[src/rtl/fetch_sequencer.sv]
// -----------------------------------------------------------------------------
// fetch_sequencer
//   Multicycle instruction-fetch front end. Owns the PC, fetches one
//   instruction word at a time from instruction memory over a req/ack
//   handshake, holds the word stable while the controller executes it, and
//   computes the next PC from the controller's resolved pcsrc/jump decision.
//
// Ports
//   clk, reset         rising-edge clock, synchronous active-high reset
//   run                level; high permits fetching (sampled in IDLE and on
//                      the exec_done edge only)
//   imem_req/addr      fetch request and address (addr = pc)
//   imem_ack/rdata     memory response; rdata is valid when ack is high
//   instr, op, funct   latched instruction and its opcode/funct slices
//   instr_valid        instruction is being executed (ISSUE state)
//   exec_done          execute complete; pcsrc/jump valid this cycle
//   pcsrc, jump        branch-taken and jump decisions (jump has priority)
//   pc, pcplus4        current instruction address and pc + 4
//   retired            number of completed instructions, wraps at 2^32
// -----------------------------------------------------------------------------
module fetch_sequencer #(
  parameter logic [31:0] RESET_PC = 32'h0000_0000
) (
  input  logic        clk,
  input  logic        reset,
  input  logic        run,
  output logic        imem_req,
  output logic [31:0] imem_addr,
  input  logic        imem_ack,
  input  logic [31:0] imem_rdata,
  output logic [31:0] instr,
  output logic [5:0]  op,
  output logic [5:0]  funct,
  output logic        instr_valid,
  input  logic        exec_done,
  input  logic        pcsrc,
  input  logic        jump,
  output logic [31:0] pc,
  output logic [31:0] pcplus4,
  output logic [31:0] retired
);

  typedef enum logic [1:0] {
    S_IDLE  = 2'd0,
    S_FETCH = 2'd1,
    S_ISSUE = 2'd2
  } state_t;

  state_t      state_q, state_d;
  logic [31:0] pc_q, pc_d;
  logic [31:0] instr_q, instr_d;
  logic [31:0] retired_q, retired_d;
  logic        req_q, req_d;
  logic        valid_q, valid_d;

  logic [31:0] pcplus4_s;
  logic [31:0] br_off_s;
  logic [31:0] next_pc_s;

  // Sequential PC increment and sign-extended, word-scaled branch offset.
  always_comb begin
    pcplus4_s = pc_q + 32'd4;
    br_off_s  = {{14{instr_q[15]}}, instr_q[15:0], 2'b00};
  end

  // Next-PC selection: jump outranks branch, branch outranks sequential.
  always_comb begin
    next_pc_s = pcplus4_s;
    if (jump) begin
      next_pc_s = {pcplus4_s[31:28], instr_q[25:0], 2'b00};
    end else if (pcsrc) begin
      next_pc_s = pcplus4_s + br_off_s;
    end else begin
      next_pc_s = pcplus4_s;
    end
  end

  // FSM next-state and datapath register updates.
  always_comb begin
    state_d   = state_q;
    pc_d      = pc_q;
    instr_d   = instr_q;
    retired_d = retired_q;
    case (state_q)
      S_IDLE: begin
        if (run) begin
          state_d = S_FETCH;
        end else begin
          state_d = S_IDLE;
        end
      end
      S_FETCH: begin
        // run is deliberately not looked at here: a started fetch completes.
        if (imem_ack) begin
          instr_d = imem_rdata;
          state_d = S_ISSUE;
        end else begin
          state_d = S_FETCH;
        end
      end
      S_ISSUE: begin
        if (exec_done) begin
          pc_d      = next_pc_s;
          retired_d = retired_q + 32'd1;
          if (run) begin
            state_d = S_FETCH;
          end else begin
            state_d = S_IDLE;
          end
        end else begin
          state_d = S_ISSUE;
        end
      end
      default: begin
        state_d = S_IDLE;
      end
    endcase
    // Handshake flags are registered from the next state so the outputs come
    // straight from flops.
    req_d   = (state_d == S_FETCH);
    valid_d = (state_d == S_ISSUE);
  end

  // State and datapath registers with synchronous reset.
  always_ff @(posedge clk) begin
    if (reset) begin
      state_q   <= S_IDLE;
      pc_q      <= RESET_PC;
      instr_q   <= 32'h0000_0000;
      retired_q <= 32'h0000_0000;
      req_q     <= 1'b0;
      valid_q   <= 1'b0;
    end else begin
      state_q   <= state_d;
      pc_q      <= pc_d;
      instr_q   <= instr_d;
      retired_q <= retired_d;
      req_q     <= req_d;
      valid_q   <= valid_d;
    end
  end

  // Output mapping; op/funct are plain slices of the latched word.
  always_comb begin
    imem_req    = req_q;
    imem_addr   = pc_q;
    instr       = instr_q;
    op          = instr_q[31:26];
    funct       = instr_q[5:0];
    instr_valid = valid_q;
    pc          = pc_q;
    pcplus4     = pcplus4_s;
    retired     = retired_q;
  end

endmodule

[config.mk]
export PLATFORM = sky130hd
export DESIGN_NAME = fetch_sequencer
export DESIGN_NICKNAME = d
export VERILOG_FILES = /design/src/rtl/fetch_sequencer.sv
export SDC_FILE = /design/constraint.sdc
export NUM_CORES = 1
export LEC_CHECK = 0
export ABC_AREA = 1
export CAP_MARGIN = 30
export CORE_UTILIZATION = 35
export CTS_CLUSTER_SIZE = 28
export DETAILED_ROUTE_END_ITERATION = 10
export REMOVE_ABC_BUFFERS = 1
export SYNTH_ARGS = -nofsm -noshare
export SYNTH_HDL_FRONTEND = slang
export SYNTH_SLANG_ARGS = --single-unit
[constraint.sdc]
create_clock -name clk -period 8.29 [get_ports clk]
set_input_delay 1.2435 -clock clk [delete_from_list [all_inputs] [get_ports clk]]
set_output_delay 1.2435 -clock clk [all_outputs]
set_load 0.005 [all_outputs]
==> impl_summary.log <==
INFO  metric outcome = completed
INFO  metric worstHoldPathType = reg -> reg
INFO  metric timing.critical_path.mode_cell = sky130_fd_sc_hd__nand2_1
INFO  metric final_core_utilization = 0.459
INFO  metric post_cts_buffers = 0
INFO  metric timing_hold_violations_final = 0
INFO  metric wl_per_cell = 16.1 um
INFO  metric synth_ff_type = sky130_fd_sc_hd__dfxtp_1
INFO  metric num-fill-cells = 2,391
INFO  metric cts_made_buffers = 9
INFO  metric routed_via_density = 5.01
INFO  metric static_leakage = 4.55 nW
INFO  metric yosysTopAreaCell = sky130_fd_sc_hd__dfxtp_1
INFO  metric netlist.area_leader.share = 0.242
INFO  metric ys_types = 44
INFO  metric grt.overflow.total = 0
INFO  metric timing.critical_path.max_delay_family = simple AND/OR/NAND/NOR gates
INFO  metric critical_path.endpoint_type = primary output
INFO  metric ctsResizeCount = 0
INFO  metric antenna-diode-count = 0
INFO  metric finalNetCount = 1,572
INFO  metric grt_pass1_wl = 44.8 mm
INFO  metric critical_path.max_stage_delay = 520 ps
INFO  metric postPlaceCellArea = 10,100 um2
INFO  metric die_height = 154 um
INFO  metric drc_errors = 0
INFO  metric grt_setup_unrepaired = no
INFO  metric synth_edf_count = 0
INFO  metric place.detailed.hpwl = 23.0 mm
INFO  metric layout-area-overhead-vs-synth = 28.3%
INFO  metric crit_buf_inv = 3
INFO  metric cts-hold-fix-buffers = 0
INFO  metric port_buffers = 206
INFO  metric grt_max_usage_layer = met2
INFO  metric grt_pass1_vias = 8,158
INFO  metric max-clock-path-buffers = 2
INFO  metric insertion_delay_of_the_later_clocked_pin_in_the_worst_skew_pair = 360 ps
INFO  metric gr-usage-met2 = 0.397
INFO  metric initialDrtViolationCount = 530
INFO  metric finalInstanceArea = 10,400 um2
INFO  metric io_pins = 213
INFO  metric horiz_die_dim = 154 um
INFO  metric critPathLaunchType = flip-flop
INFO  metric final.setup.tns = 0 ps
INFO  metric synth.yosys.warnings = 0
INFO  metric rows = 55
INFO  metric antenna_found_initial = 0
INFO  metric grt_usage = 0.242
INFO  metric vias = 8,933
INFO  metric postSynthAreaPerCell = 6.00 um2
INFO  metric grt_max_degree = 56
INFO  metric totalPowerFinal = 1.08 mW
INFO  metric crit_chain = ha_1 -> nand2_1 -> nor2_1 -> inv_1 -> nor2_1 -> nand2_1 -> nand2_1 -> nand2_1 -> inv_1 -> clkdlybuf4s50_1
INFO  metric detail_route.first_pass.iterations = 5
INFO  metric async_reset_ff_frac = 0
INFO  metric place_worst_setup_slack = 4140 ps
INFO  metric leading_cell_types_by_total_area_after_synthesis = sky130_fd_sc_hd__dfxtp_1 (24%), sky130_fd_sc_hd__nand2_1 (17%), sky130_fd_sc_hd__inv_1 (9.7%), sky130_fd_sc_hd__a21oi_1 (8.0%), sky130_fd_sc_hd__ha_1 (5.7%)
INFO  metric tightestPinTransition = 796 ps
INFO  metric tritoncts = built
INFO  metric finalHoldWorstSlack = 463 ps
INFO  metric max-vdd-ir-drop = 0.0000931 V
INFO  metric synth_sequential_area_ratio = 0.242
INFO  metric syn_area = 8100 um2
INFO  metric arrival = 2650 ps
INFO  metric globalRouteMet1Util = 0.324
INFO  metric coreArea = 22,600 um2
INFO  metric cp_slowest_cell = sky130_fd_sc_hd__clkdlybuf4s50_1
INFO  metric h_tree_level_count = 3
INFO  metric max-slew-margin-rel = 0.468
INFO  metric finish.cell_count_without_fillers = 1,783
INFO  metric post_route_cells_drive_above_1_share = 0.0427
INFO  metric design.die.area = 23,700 um2
INFO  metric gp_congestion = 0.905
INFO  metric required_time_at_the_worst_slack_endpoint = 7050 ps
INFO  metric skew = 5.93 ps
INFO  metric report.final.setup_viol = 0
INFO  metric timing.max_cap.violations = 0
INFO  metric cts.reportedPaths.clkPinSlew = 70 ps
INFO  metric setup_ws = 4390 ps
INFO  metric cellPowerDensity = 104 nW/um2
INFO  metric timing.setup.critical_path_class = reg -> out
INFO  metric cts.sink_count = 98
INFO  metric timing.fmax = 257 MHz
INFO  metric cts-root-buf = sky130_fd_sc_hd__clkbuf_16
INFO  metric grt.met3_usage = 0.0423
INFO  metric initial_utilization = 0.358
INFO  metric netlist_instances = 1,349
INFO  metric timing.final.max_slew_violations = 0
INFO  metric route.antenna.remaining_nets = 0
INFO  metric dpl.cell_count = 1,768
INFO  metric final_min_period = 3900 ps
INFO  metric layout_worst_path_cycle_share = 0.470
INFO  metric synth_most_common_cell = sky130_fd_sc_hd__nand2_1
INFO  metric synth_seq_cells = 98
INFO  metric finalWirelength = 28.8 mm
INFO  metric critical_path_peak_fanout = 6
INFO  metric synth.cells.most_frequent = sky130_fd_sc_hd__nand2_1 (373), sky130_fd_sc_hd__inv_1 (209), sky130_fd_sc_hd__a21oi_1 (130)
==> power breakdown <==
part / leakage [nW] / switching (mW) / internal (mW)
Clock: 0.121 / 0.191 / 0.209
Combinational: 3.63 / 0.0920 / 0.0876
Sequential: 0.794 / 0.0201 / 0.485
==> worst paths after layout <==
kind	cells after the start	endpoint	slack, ps	startpoint
max	10	pcplus4[30]	4390	imem_addr[2]
min	2	instr[29]	460	instr[29]
max reg2reg	17	imem_addr[23]	4770	imem_addr[2]
min reg2reg	2	instr[29]	460	instr[29]
==> worst reg2reg max path: stages, from the launching register on <==
cell                       delay [ps]
sky130_fd_sc_hd__dfxtp_1          460
sky130_fd_sc_hd__ha_1             260
sky130_fd_sc_hd__nand2_1          100
sky130_fd_sc_hd__nor2_1           200
sky130_fd_sc_hd__inv_1             80
sky130_fd_sc_hd__nor2_1           330
sky130_fd_sc_hd__xnor2_1          160
sky130_fd_sc_hd__inv_1            110
sky130_fd_sc_hd__ha_1             400
sky130_fd_sc_hd__nand2_1           90
sky130_fd_sc_hd__nor2_1           240
sky130_fd_sc_hd__and2_1           170
sky130_fd_sc_hd__nand2_1           50
sky130_fd_sc_hd__nand2_1          250
sky130_fd_sc_hd__nand3_1          180
sky130_fd_sc_hd__nand3b_1         130
sky130_fd_sc_hd__nand3_1           90
sky130_fd_sc_hd__a21oi_1          150
==> routing by layer <==
metal,part of all wire,wire (um)
met1,0.45,13100
met2,0.46,13300
met3,0.065,1880
met4,0.018,516
met5,0,0
==> cells by family after synthesis <==
group,count (synthesis),synth area share
compound gates,239,0.154
fa+ha+maj,38,0.0597
flops,98,0.242
buf+inv,303,0.163
simple gates,640,0.348
xor+xnor,30,0.0325
other cells,1,0.000463
==> state kept, by name, summed over array words and instances (netlist names) <==
register     count
retired         32
imem_addr       30
imem_req         1
instr           32
state_q          2
instr_valid      1
==> final cells by class <==
type	count	area, um2	share of cell area
flip-flops and latches	98	1960	0.189
multi-input cells	953	4840	0.466
well taps	285	357	0.0343
repair buffers	213	2150	0.207
clock inverters	2	15.0	0.00144
inverters	220	826	0.0795
clock buffers	12	246	0.0237
==> cells in the final DEF (no fill, tap or decap), types with 7 or more instances in the layout <==
master and instances:
sky130_fd_sc_hd__inv_1 208, sky130_fd_sc_hd__nand3_1 74, sky130_fd_sc_hd__clkdlybuf4s50_1 206, sky130_fd_sc_hd__nand4_1 18, sky130_fd_sc_hd__nor2_1 103, sky130_fd_sc_hd__clkbuf_16 9
sky130_fd_sc_hd__dfxtp_1 98, sky130_fd_sc_hd__a21oi_1 130, sky130_fd_sc_hd__nor3_1 24, sky130_fd_sc_hd__ha_1 37, sky130_fd_sc_hd__nand3b_1 7, sky130_fd_sc_hd__nor2_2 9
sky130_fd_sc_hd__inv_2 12, sky130_fd_sc_hd__nand2_1 373, sky130_fd_sc_hd__xor2_1 20, sky130_fd_sc_hd__o21ai_0 83, sky130_fd_sc_hd__xnor2_1 10
Note: power is estimated with default switching activity, not from simulation.
